**src/rtl/adder_arbiter.sv**
```systemverilog
// adder_arbiter: round-robin sharing of one external N-bit adder among NREQ requesters.
// Defining ADDER_ARBITER_OVF_EN adds a registered signed-overflow output ovf.
module adder_arbiter #(
   parameter int N    = 32,
   parameter int NREQ = 4
) (
   input  logic              clk,
   input  logic              resetn,
   input  logic [NREQ-1:0]   req,
   input  logic [NREQ*N-1:0] a_bus,
   input  logic [NREQ*N-1:0] b_bus,
   input  logic [NREQ-1:0]   cin_bus,
   output logic [NREQ-1:0]   grant,
   output logic              busy,
   output logic              done,
   output logic [N-1:0]      sum,
   output logic              cout,
   output logic [N-1:0]      add_a,
   output logic [N-1:0]      add_b,
   output logic              add_cin,
   input  logic [N-1:0]      add_s,
   input  logic              add_cout
`ifdef ADDER_ARBITER_OVF_EN
   ,output logic             ovf
`endif
);
   localparam int PW = (NREQ > 1) ? $clog2(NREQ) : 1;
   typedef enum logic [1:0] {IDLE, ADD, DONE} state_t;
   state_t state, state_nx;
   logic [PW-1:0] ptr, win;
   logic [NREQ-1:0] elig, win_oh;
   logic any;
   // round-robin search starting just after the last winner; the owner is masked in DONE
   always_comb begin
      elig = (state == IDLE) ? req : (state == DONE) ? (req & ~grant) : '0;
      win = ptr;
      win_oh = '0;
      any = 1'b0;
      for (int k = 1; k <= NREQ; k++) begin
         if (!any && elig[(int'(ptr) + k) % NREQ]) begin
            any = 1'b1;
            win = PW'((int'(ptr) + k) % NREQ);
            win_oh[(int'(ptr) + k) % NREQ] = 1'b1;
         end
      end
   end
   // ADD always lasts one cycle; IDLE and DONE both move to ADD when someone is eligible
   always_comb begin
      state_nx = (state == ADD) ? DONE : any ? ADD : IDLE;
   end
   // state register
   always_ff @(posedge clk) begin
      if (!resetn) state <= IDLE;
      else state <= state_nx;
   end
   // operand latch on arbitration, result capture in ADD, grant release when returning to IDLE
   always_ff @(posedge clk) begin
      if (!resetn) begin
         ptr <= PW'(NREQ - 1);
         grant <= '0;
         done <= 1'b0;
         sum <= '0;
         cout <= 1'b0;
         add_a <= '0;
         add_b <= '0;
         add_cin <= 1'b0;
      end else begin
         done <= (state == ADD);
         if (state == ADD) begin
            sum <= add_s;
            cout <= add_cout;
         end
         if (any) begin
            ptr <= win;
            grant <= win_oh;
            add_a <= a_bus[int'(win)*N +: N];
            add_b <= b_bus[int'(win)*N +: N];
            add_cin <= cin_bus[win];
         end else if (state == DONE) begin
            grant <= '0;
         end
      end
   end
   assign busy = (state != IDLE);
`ifdef ADDER_ARBITER_OVF_EN
   // signed overflow of the shared adder, captured alongside sum
   always_ff @(posedge clk) begin
      if (!resetn) ovf <= 1'b0;
      else if (state == ADD) ovf <= (add_a[N-1] == add_b[N-1]) && (add_s[N-1] != add_a[N-1]);
   end
`endif
endmodule

```
**config.mk**
```make
export PLATFORM = sky130hd
export DESIGN_NAME = adder_arbiter
export DESIGN_NICKNAME = d
export VERILOG_FILES = /design/src/rtl/adder_arbiter.sv
export SDC_FILE = /design/constraint.sdc
export NUM_CORES = 1
export LEC_CHECK = 0
export BUFFER_PORTS_ARGS = -buffer_cell sky130_fd_sc_hd__clkbuf_2
export CORE_AREA = 2 2 156 158
export CTS_BUF_LIST = sky130_fd_sc_hd__clkbuf_8
export CTS_CLUSTER_SIZE = 25
export DETAILED_ROUTE_END_ITERATION = 8
export DIE_AREA = 0 0 158 160
export PLACE_DENSITY = 0.62
export SYNTH_ARGS = -nofsm -noshare
export SYNTH_HDL_FRONTEND = slang
export SYNTH_SLANG_ARGS = --single-unit
```
**constraint.sdc**
```tcl
create_clock -name clk -period 4.1 [get_ports clk]
set_input_delay 0 -clock clk [delete_from_list [all_inputs] [get_ports clk]]
set_output_delay 0 -clock clk [all_outputs]
set_load 0.1 [all_outputs]
```
==> results of run 1 <==
## per-stage QoR
| step | cells | util, % | hold WS (ns) | cell area (um^2) |
|---|---|---|---|---|
| 3_3_place_gp | 1331 | 33.7 | 0.212 | 8020 |
| 2_1_floorplan | 652 | - | 0.126 | 5720 |
| 3_5_place_dp | 1331 | 33.7 | 0.215 | 8020 |
## cell families after synthesis
kind of cell               Yosys count  synth area share (%)
xor gates and xnor gates             2                 0.306
muxes                               66                  13.9
and+or+nand+nor                    281                  20.9
DFF                                106                  37.1
buffers and inverters               62                  4.96
AOI/OAI and AO/OA                  127                  21.1
adders and majority gates            8                  1.75
==> run summary, run 1 <==
The count of buffers added on input and output ports is 402. The count of different cell masters after synthesis came out at 47. nand2_1 is the most common cell in the netlist. The cell count after synthesis is 652. The flow halted during clock tree synthesis (4_1_cts). The longest clock path from root to sink contains 2 buffers. The post-CTS setup repair buffer count is 0. The chip width came out at 158 um. In this run the number of H-tree levels came out at 3. During synthesis, Yosys emitted a total of 0 warnings. After synthesis, the most frequently instantiated cells are 156 x nand2_1, 106 x dfxtp_1, 75 x nand3_1, 37 x clkbuf_1. The cell taking the most area after synthesis is dfxtp_1.

The CTS sink count is 106. The per-instance average area after synthesis came out at 8.77 um^2. The detailed placer's ending HPWL came out at 15400 um. The synthesis-stage register bit count came out at 106. The starting utilization of the core area came out at 24.0%.

The vertical die dimension came out at 160 um. During I/O placement, the number of pins put on the boundary was 403. The top-area cell type share of the netlist area came out at 37.1%. The routability congestion estimate is 0.855. The run stopped with a tool error.

The total standard cell area after synthesis is 0.00572 mm^2. Yosys attributes the largest share of cell area to dfxtp_1 37%, nand2_1 10%, o2111a_1 7.1%. The first error in the log reads "[ERROR RSZ-0060] Max buffer count reached". The total of cells resized after clock tree synthesis is 0. The root buffer cell chosen for the clock tree is clkbuf_8.

Summing the sequential cell areas from Yosys gives 37.1% of the chip area. Yosys mapped a number of flops with a built-in enable equal to 0. The row count is 57. The most used flip-flop cell after synthesis is dfxtp_1. For this run, asynchronously set or reset flops after synthesis account for 0%. The pre-CTS setup slack is 0.651 ns. The number of hold-repair buffers added at the cts stage is 270. The post-synth net total is 959. The total CTS buffers is 9.
==> inputs of run 2 (changes only) <==
==> config.mk (replaced) <==
export PLATFORM = sky130hd
export DESIGN_NAME = adder_arbiter
export DESIGN_NICKNAME = d
export VERILOG_FILES = /design/src/rtl/adder_arbiter.sv
export SDC_FILE = /design/constraint.sdc
export NUM_CORES = 1
export LEC_CHECK = 0
export BUFFER_PORTS_ARGS = -buffer_cell sky130_fd_sc_hd__clkbuf_2
export CORE_MARGIN = 2
export CORE_UTILIZATION = 20
export DETAILED_ROUTE_END_ITERATION = 8
export PLACE_DENSITY_LB_ADDON = 0.15
export SYNTH_ARGS = -nofsm -noshare
export SYNTH_HDL_FRONTEND = slang
export SYNTH_SLANG_ARGS = --single-unit
==> run summary, run 2 <==
The count of vias placed by the detailed router is 6972. The antenna cell count is 0. The top-area cell type share of the netlist area is 37.1%. The worst setup path is captured at a register. The cell depth of the worst hold path came out at 4. The clock latency on the worst-skew pair is 0.35 ns. The routed wire length per instance came out at 15.8 um.

The pre-antenna-repair detailed-routing pass consisted of 4 iterations. The synthesis-stage register bit count is 106. The post-synthesis sequential area ratio came out at 37.1%. The final number of hold-violating endpoints was 0.

After synthesis, the cell types taking the most area are dfxtp_1 37%, nand2_1 10%, o2111a_1 7.1%. In this run the worst path has a maximum fanout of 60. The per-instance average area after synthesis came out at 8.77 um^2. In the synthesized netlist the dominant register cell turns out to be dfxtp_1. The iteration-0 DRC count of the detailed router is 178. The longest individual stage delay on the worst path is 0.57 ns.

Data on the critical path arrives at its endpoint at 4.06 ns. The CTS sink count came out at 106. The path type of the worst setup path is register to register. Summed over all instances, the cell type with the most area after synthesis is dfxtp_1. The worst path needs 3.82 ns of the cycle, external delays included. After routing, the total negative slack on setup checks comes to 0 ns.

The floorplan step set the die height to 173 um. The type of the tightest min-delay check is input port to register. TritonCTS built the clock tree.

For the pin with the worst max-slew slack, the measured transition is 0.671 ns. Dividing the final minimum period by the clock period gives 93.2%. The clock-pin slew on the worst setup and hold paths is 0.07 ns. The total CTS buffers came out at 9. nand2_1 is the most common cell in the netlist. The total detailed-routing wirelength came out at 24700 um.

The maximum number of pins on one net before global-route repair is 74. The flow ran to the end, and the final reports show no timing, DRC or antenna violations. The count of cells along the worst register-to-register path is 9. The pre-CTS setup slack came out at 0.549 ns. The highest-delay cell along the critical path is dlygate4sd3_1.

The combined global-route utilization of all metal layers came out at 16.1%. The row count came out at 61. The clock arrives with 0.0117 ns of skew. The total standard cell area after synthesis came out at 0.00572 mm^2. For this run, the number of Yosys warnings is 0. The residual antenna-violating net count after detailed routing is 0. Global routing finished with a remaining overflow of 0.

Compared with the post-synthesis result, the final layout area differs by 76.2%. The via count of the first global-routing pass is 7211. The initial antenna violation count came out at 0. The tree is rooted in a clkbuf_16. The first global-routing pass estimated 39000 um of wire. The most common cell after layout, fill and taps aside is clkbuf_2.

The post-synth net total is 959. The clock passes through at most 2 buffers. After synthesis, the share of flip-flops with an asynchronous set or reset is 0%. During I/O placement, the number of pins put on the boundary was 403. The number of slew-limit violations in the final report came out at 0. In this run the number of H-tree levels came out at 3. For this run, design rule violations remaining after detail routing come to 0. Across the run, the number of max-cap violations was 0. At the end of the flow, the number of nets in the layout was 1491. The critical path goes through inv_1 > ha_1 > mux4_2 > nor4_2 > a31oi_4 > buf_12 > mux2_1 > dlygate4sd3_1 > a221o_1. In the layout the commonest cells are 402 x clkbuf_2, 164 x dlygate4sd3_1, 156 x nand2_1. The cell count after synthesis is 652. The total instance count after detailed placement is 1387. Timing would allow up to 0.262 GHz.

Once layout is complete, the cells apart from fillers number 1566. After clock tree synthesis, the setup repair step added 0 buffers. The fraction of final layout cells with drive strength greater than 1 came out at 38.6%. In the final layout, the registers with the most flip-flops are add_a x32, add_b x32, sum x32.

The count of input and output buffers is 402. Setup repair after global routing left no endpoint under its margin. The core area came out at 0.0280 mm^2. Routability-driven placement finished with a final weighted congestion of 0.830. The detailed placer's ending HPWL is 16900 um. The count of different cell masters after synthesis is 47. Using the TritonRoute via totals, the vias-per-cell ratio works out to 4.45. The chip width came out at 173 um. The die covers 0.0300 mm^2. The worst setup margin is 0.279 ns. The starting utilization of the core area is 20.4%. The worst setup path is launched from a register. The number of flops mapped to enable cells by yosys is 0. By count the netlist is led by 156 x nand2_1, 106 x dfxtp_1, 75 x nand3_1, 37 x clkbuf_1.

In this run the tightest slew margin relative to its limit is 55.2%. Setup violations remaining at the end of the flow were counted as 0. The required time of the worst setup path came out at 4.33 ns.
## run 2: cell counts after synthesis
Identical to the previous run, type by type.
## run 2: stage by stage
stage / cell area, um^2 / hold WS [ns] / utilization, %
floorplan: 5720 / 0.126 / -
global placement: 8130 / 0.211 / 29.0
detailed placement: 8130 / 0.214 / 29.0
CTS: 10100 / 0.0000190 / 35.9
global route: 10100 / 0.0108 / 36.0
finish: 10100 / 0.0102 / 36.0
## run 2: worst paths after layout
path | from | endpoint | slack (ns)
setup reg to reg | ptr[1] | add_a[10] | 0.28
setup / recovery | ptr[1] | add_a[10] | 0.28
hold reg to reg | sum[8] | sum[8] | 0.48
hold / removal | a_bus[102] | add_a[6] | 0.01
## run 2: worst max-delay path, delay by kind of cell, from the launching register on
| family | cells | cell delay (ns) |
|---|---|---|
| muxes | 2 | 0.82 |
| adders and majority gates | 1 | 0.49 |
| DFF | 1 | 0.50 |
| buffers and inverters | 3 | 1.02 |
| and+or+nand+nor | 1 | 0.41 |
| AOI/OAI and AO/OA | 2 | 0.38 |
## run 2: cell families after synthesis
kind of cell               count (synthesis)  synth area share, %
and+or+nand+nor                          281                 20.9
AOI/OAI and AO/OA                        127                 21.1
DFF                                      106                 37.1
muxes                                     66                 13.9
buffers and inverters                     62                 4.96
adders and majority gates                  8                 1.75
xor gates and xnor gates                   2                0.306
## run 2: layer usage
metal  global-route usage [%]  wire length [um]  vias to the layer above
li1                         -                 -                     3453
met1                     19.4             10500                     3250
met2                     28.8             12300                      231
met3                     2.81              1190                       38
met4                     5.65               660                        0
met5                        0                 0                        -
## run 2: area by class of cell
| class | count | area [um^2] |
|---|---|---|
| Fill cell | 2896 | 17900 |
| Sequential cell | 106 | 2120 |
| Timing Repair Buffer | 578 | 3810 |
| Tap cell | 378 | 473 |
| Clock inverter | 4 | 56.3 |
| Clock buffer | 11 | 243 |
| Multi-Input combinational cell | 484 | 3360 |
| Inverter | 5 | 18.8 |
## run 2: repair_timing
item / in CTS / in global routing
hold endpoints to repair: 86 / 0
setup endpoints to repair: 0 / 37
resized for setup: 0 / 2
hold buffers: 164 / 0
Power of run 2 is left out: the tool's default activity adds up to more than one toggle a clock period on the data nets, which glitch-free logic cannot reach.
